## src/rtl/pll_mon_pkg.sv

```systemverilog
// Shared state encodings and sizing helper for the PLL lock monitor.
package pll_mon_pkg;

  typedef enum logic [1:0] {
    PLL_MON_RESET_PLL = 2'd0,
    PLL_MON_WAIT_LOCK = 2'd1,
    PLL_MON_STABILIZE = 2'd2,
    PLL_MON_RUN       = 2'd3
  } pll_mon_state_t;

  localparam logic [1:0] ST_RESET_PLL = 2'd0;
  localparam logic [1:0] ST_WAIT_LOCK = 2'd1;
  localparam logic [1:0] ST_STABILIZE = 2'd2;
  localparam logic [1:0] ST_RUN       = 2'd3;

  // Bits needed to count 0 .. max_val-1, never less than one.
  function automatic int cnt_width(input int max_val);
    return (max_val > 1) ? $clog2(max_val) : 1;
  endfunction

endpackage

```

## src/rtl/pll_mon_sync.sv

```systemverilog
// Two-flop synchroniser, reset to 0; the single home for CDC timing constraints.
module pll_mon_sync (
  input  logic clk,
  input  logic rst_n,
  input  logic d,
  output logic q
);

  logic meta_q, meta_d;
  logic sync_q, sync_d;

  always_comb begin
    meta_d = d;
    sync_d = meta_q;
  end

  always_ff @(posedge clk or negedge rst_n) begin
    if (!rst_n) begin
      meta_q <= 1'b0;
      sync_q <= 1'b0;
    end else begin
      meta_q <= meta_d;
      sync_q <= sync_d;
    end
  end

  assign q = sync_q;

endmodule

```

## src/rtl/pll_lock_monitor.sv

```systemverilog
// PLL lock supervisor and system reset sequencer for the ECP5 EHXPLLL.
// Define PLL_MON_LOSS_CNT_EN to implement the saturating loss-of-lock counter.
module pll_lock_monitor
  import pll_mon_pkg::*;
#(
  parameter int LOCK_TIMEOUT  = 25000,
  parameter int STABLE_CYCLES = 256,
  parameter int RST_PULSE     = 16,
  parameter int GLITCH_CYCLES = 4,
  parameter int CNT_W         = 8
) (
  input  logic             in_clk,
  input  logic             in_rst_n,
  input  logic             in_locked,
  output logic             out_pll_rst,
  output logic             out_sys_rst_n,
  output logic             out_timeout,
  output logic [1:0]       out_state,
  output logic [CNT_W-1:0] out_loss_cnt
);

  localparam int CNT_MAX_A = (LOCK_TIMEOUT > STABLE_CYCLES) ? LOCK_TIMEOUT : STABLE_CYCLES;
  localparam int CNT_MAX   = (CNT_MAX_A > RST_PULSE) ? CNT_MAX_A : RST_PULSE;
  localparam int CW        = cnt_width(CNT_MAX);
  localparam int GW        = cnt_width(GLITCH_CYCLES);

  localparam logic [CW-1:0] RST_LAST    = CW'(RST_PULSE - 1);
  localparam logic [CW-1:0] LOCK_LAST   = CW'(LOCK_TIMEOUT - 1);
  localparam logic [CW-1:0] STABLE_LAST = CW'(STABLE_CYCLES - 1);
  localparam logic [GW-1:0] GLITCH_LAST = GW'(GLITCH_CYCLES - 1);

  logic          lock_s;
  logic [1:0]    state_q, state_d;
  logic [CW-1:0] cnt_q, cnt_d;
  logic [GW-1:0] gcnt_q, gcnt_d;
  logic          pll_rst_q, pll_rst_d;
  logic          sys_rst_n_q, sys_rst_n_d;
  logic          timeout_q, timeout_d;
`ifdef PLL_MON_LOSS_CNT_EN
  logic [CNT_W-1:0] loss_cnt_q, loss_cnt_d;
`endif

  pll_mon_sync u_lock_sync (
    .clk   (in_clk),
    .rst_n (in_rst_n),
    .d     (in_locked),
    .q     (lock_s)
  );

  always_comb begin
    state_d   = state_q;
    cnt_d     = cnt_q + 1'b1;
    gcnt_d    = '0;
    timeout_d = timeout_q;
`ifdef PLL_MON_LOSS_CNT_EN
    loss_cnt_d = loss_cnt_q;
`endif
    case (state_q)
      ST_RESET_PLL: begin
        if (cnt_q == RST_LAST) state_d = ST_WAIT_LOCK;
      end
      ST_WAIT_LOCK: begin
        // A lock seen on the timeout cycle still wins.
        if (lock_s) begin
          state_d = ST_STABILIZE;
        end else if (cnt_q == LOCK_LAST) begin
          state_d   = ST_RESET_PLL;
          timeout_d = 1'b1;
        end
      end
      ST_STABILIZE: begin
        if (!lock_s) state_d = ST_WAIT_LOCK;
        else if (cnt_q == STABLE_LAST) state_d = ST_RUN;
      end
      default: begin
        // RUN: the shared counter idles at zero; only the glitch filter counts.
        cnt_d = '0;
        if (!lock_s) begin
          if (gcnt_q == GLITCH_LAST) begin
            state_d = ST_RESET_PLL;
`ifdef PLL_MON_LOSS_CNT_EN
            if (loss_cnt_q != {CNT_W{1'b1}}) loss_cnt_d = loss_cnt_q + 1'b1;
`endif
          end else begin
            gcnt_d = gcnt_q + 1'b1;
          end
        end
      end
    endcase
    if (state_d != state_q) cnt_d = '0;
    pll_rst_d   = (state_d == ST_RESET_PLL);
    sys_rst_n_d = (state_d == ST_RUN);
  end

  always_ff @(posedge in_clk or negedge in_rst_n) begin
    if (!in_rst_n) begin
      state_q     <= ST_RESET_PLL;
      cnt_q       <= '0;
      gcnt_q      <= '0;
      pll_rst_q   <= 1'b1;
      sys_rst_n_q <= 1'b0;
      timeout_q   <= 1'b0;
`ifdef PLL_MON_LOSS_CNT_EN
      loss_cnt_q  <= '0;
`endif
    end else begin
      state_q     <= state_d;
      cnt_q       <= cnt_d;
      gcnt_q      <= gcnt_d;
      pll_rst_q   <= pll_rst_d;
      sys_rst_n_q <= sys_rst_n_d;
      timeout_q   <= timeout_d;
`ifdef PLL_MON_LOSS_CNT_EN
      loss_cnt_q  <= loss_cnt_d;
`endif
    end
  end

  assign out_pll_rst   = pll_rst_q;
  assign out_sys_rst_n = sys_rst_n_q;
  assign out_timeout   = timeout_q;
  assign out_state     = state_q;
`ifdef PLL_MON_LOSS_CNT_EN
  assign out_loss_cnt  = loss_cnt_q;
`else
  assign out_loss_cnt  = '0;
`endif

endmodule

```

## config.mk

```make
export PLATFORM = sky130hd
export DESIGN_NAME = pll_lock_monitor
export DESIGN_NICKNAME = d
export VERILOG_FILES = /design/src/rtl/pll_mon_pkg.sv /design/src/rtl/pll_mon_sync.sv /design/src/rtl/pll_lock_monitor.sv
export SDC_FILE = /design/constraint.sdc
export NUM_CORES = 1
export LEC_CHECK = 0
export CELL_PAD_IN_SITES_DETAIL_PLACEMENT = 0
export CELL_PAD_IN_SITES_GLOBAL_PLACEMENT = 2
export CORE_ASPECT_RATIO = 1.25
export CORE_MARGIN = 2
export CORE_UTILIZATION = 36
export DETAILED_ROUTE_END_ITERATION = 10
export PLACE_DENSITY_LB_ADDON = 0.3
export SLEW_MARGIN = 5
export SYNTH_ARGS = -nofsm -noshare
export SYNTH_HDL_FRONTEND = slang
export SYNTH_SLANG_ARGS = --single-unit
```

## constraint.sdc

```tcl
create_clock -name in_clk -period 3.2 [get_ports in_clk]
set_input_delay 0.32 -clock in_clk [delete_from_list [all_inputs] [get_ports in_clk]]
set_output_delay 0.32 -clock in_clk [all_outputs]
set_load 0.05 [all_outputs]
```

==> summary.md <==
| Metric | Value |
|---|---|
| Status | finished clean |
| Number of global-route vias before repair | 846 |
| Hold Crit Class | flop to flop |
| Hold_buf cts | 0 |
| Dpl hpwl | 1620 µm |
| Routed Antenna Nets | 0 |
| R2R Setup Slk | 1.21 ns |
| FILL cells | 329 |
| Met3 Use GR | 2.18% |
| CTS clk-pin slew, worst paths | 0.09 ns |
| # Max-Cap Violations | 0 |
| Synthesized area | 1180 µm² |
| DRT iter0 DRCs | 18 |
| Synthesis-stage register bit count | 24 |
| GR Overflow Total | 0 |
| Tot GR Track Use | 13.7% |
| Met1 GRT Util | 15.1% |
| CP max FO | 15 |
| Actual slew at the worst max-slew pin | 1.07 ns |
| DR vias/cell | 5.02 |
| Area delta synth->final | 9.88% |
| CTS tree | yes |
| RSZ-0062 raised after global routing | no |
| CTS root buf | clkbuf_8 |
| Crit path time final | 1.99 ns |
| # IOs | 16 |
| CTS buffer count | 3 |
| I/O Buffers | 7 |
| Dominant synthesized flop cell | dfrtp_1 |
| FFs w/ async S/R, synth | 100% |
| Site Rows | 23 |
| Mean area per synthesized cell | 10.2 µm² |
| Share of cells above drive strength 1 | 8.87% |
| Global-route wire length before repair | 3680 µm |
| Pwr dens | 688 nW/µm² |
| Seq/Total Area, Yosys | 51.1% |
| Final wirelength | 2210 µm |
| Max Fclk | 0.502 GHz |
| Die W | 55.2 µm |
| Setup ws final | 1.21 ns |
| Crit path required time | 3.33 ns |
| Clock Latency Late Sink | 0.26 ns |
| Most frequent cells in the layout | nor2_1 (25), dfrtp_1 (23), xnor2_1 (8), conb_1 (8) |
| Leak | 0.592 nW |
| H-tree lvl count | 1 |
| # resized after CTS | 0 |
| Post-Syn Instances | 115 |
| Total negative slack | 0 ns |
| Core Area | 3170 µm² |
| Final hold violation count | 0 |
| DRC | 0 |
| Grt peak-use layer | met2 |
| Starting density of the core | 37.2% |
| Largest net degree at the start of global routing | 25 |
| Vias | 808 |
| Top-area cell type share of the netlist area | 48.9% |
| Clk_skew | 0.00735 ns |
| Ys Warns | 0 |
| Area of the multi-input gates | 519 µm² |
| Clk sink count | 24 |
| Reg area | 602 µm² |
| Final setup fails | 0 |
| Max VDD drop | 0.000455 V |
| Post-CTS setup buffers | 0 |
| Top cells by area, synth | dfrtp_1 (49%), nor2_1 (8.0%), xnor2_1 (6.0%) |
| Clk buf depth | 2 |
| RD Place Congestion | 0.728 |
| Dpl ws | 1.19 ns |
| Cell variety after synth | 30 |
| Initial antenna violation count | 0 |
| Die height | 67.9 µm |
| Ant. Diodes | 0 |
| Power after layout | 0.000891 W |
| CP endpoint kind | flop |
| Crit path kind | flop to flop |
| Critical Path Source Type | flop |
| Final Max Tran Viols | 0 |
| Yosys top cell by area | dfrtp_1 |
| CP arrival | 2.12 ns |
| Worst hold margin | 0.357 ns |
| Grt met2 use | 24.6% |
| Initial DRT Pass Iterations | 4 |
| NumNets Final | 130 |
| Die area | 3750 µm² |
| Leading cell type in the layout, fill and taps excluded | nor2_1 |
| Max-slew headroom | 28.4% |
| Part of the cycle the worst path needs | 62.2% |
| Post-synth EDFFs | 0 |
| DR WL/cell | 13.7 µm |
==> layout make-up <==
class	instances	share of cell area, %
clock buffers	4	3.48
inverters	3	0.870
multi-input cells	86	40.1
flip-flops and latches	24	46.5
well taps	37	3.58
repair buffers	7	5.42
==> report_power, final <==
group | internal (W) | leakage (nW) | total, W | switching, W
Combinational | 0.0000943 | 0.250 | 0.000308 | 0.000213
Clock | 0.0000888 | 0.0228 | 0.000183 | 0.0000938
Sequential | 0.000353 | 0.320 | 0.000400 | 0.0000473
Total | 0.000536 | 0.592 | 0.000891 | 0.000354
==> critical path, stage by stage (launching register included) <==
cell	delay [ns]
dfrtp_1	0.43
or4_4	0.58
nor4_2	0.20
nand3_1	0.19
o2111ai_2	0.33
nor2_1	0.12
==> state kept, by name (all words and copies together), names as in the netlist <==
name / cells
cnt_q: 15
gcnt_q: 2
out_pll_rst: 1
out_state: 2
out_sys_rst_n: 1
out_timeout: 1
u_lock_sync.meta_q: 1
u_lock_sync.q: 1
==> cells in the mapped netlist, types with 2 or more instances <==
master,number
and3_1,4
and3_2,2
buf_4,8
dfrtp_1,23
ha_1,2
inv_1,3
nand2_1,7
nand3_1,6
nand4_1,2
nor2_1,25
nor3_1,2
o21ai_0,2
xnor2_1,8
xor2_1,5
==> per-layer routing <==
layer  vias up  wire, µm
met5         -         0
met3         2        62
li1        396         -
met2        14      1190
met1       396       938
met4         0        24
==> path summary, 6_finish.rpt <==
path	startpoint	to	cells after the start
min in group asynchronous	in_rst_n	out_timeout	1
worst min register to register	u_lock_sync.meta_q	u_lock_sync.q	0
worst max-delay path	cnt_q[9]	cnt_q[3]	5
worst max register to register	cnt_q[9]	cnt_q[3]	5
max in group asynchronous	in_rst_n	cnt_q[13]	1
worst min-delay path	u_lock_sync.meta_q	u_lock_sync.q	0
==> per-stage QoR <==
step / instances / util, % / instance area, µm²
after floorplan: 122 / - / 1200
after global placement: 157 / 39.4 / 1250
after detailed placement: 157 / 39.4 / 1250
after CTS: 161 / 40.9 / 1290
after global routing: 161 / 40.9 / 1290
final: 161 / 40.9 / 1290
==> cells by family (layout without fill, tap and decap cells) <==
group	after synthesis	after routing	share of synthesized area (%)
AO/OA/AOI/OAI	8	8	6.48
XOR/XNOR	13	13	9.67
adder cells (fa/ha/maj)	2	2	2.13
buffers and inverters	12	14	7.01
flip-flops	24	24	51.1
other	1	8	0.319
AND/OR/NAND/NOR	55	55	23.3
No activity file was read; power rests on OpenSTA's default activity.
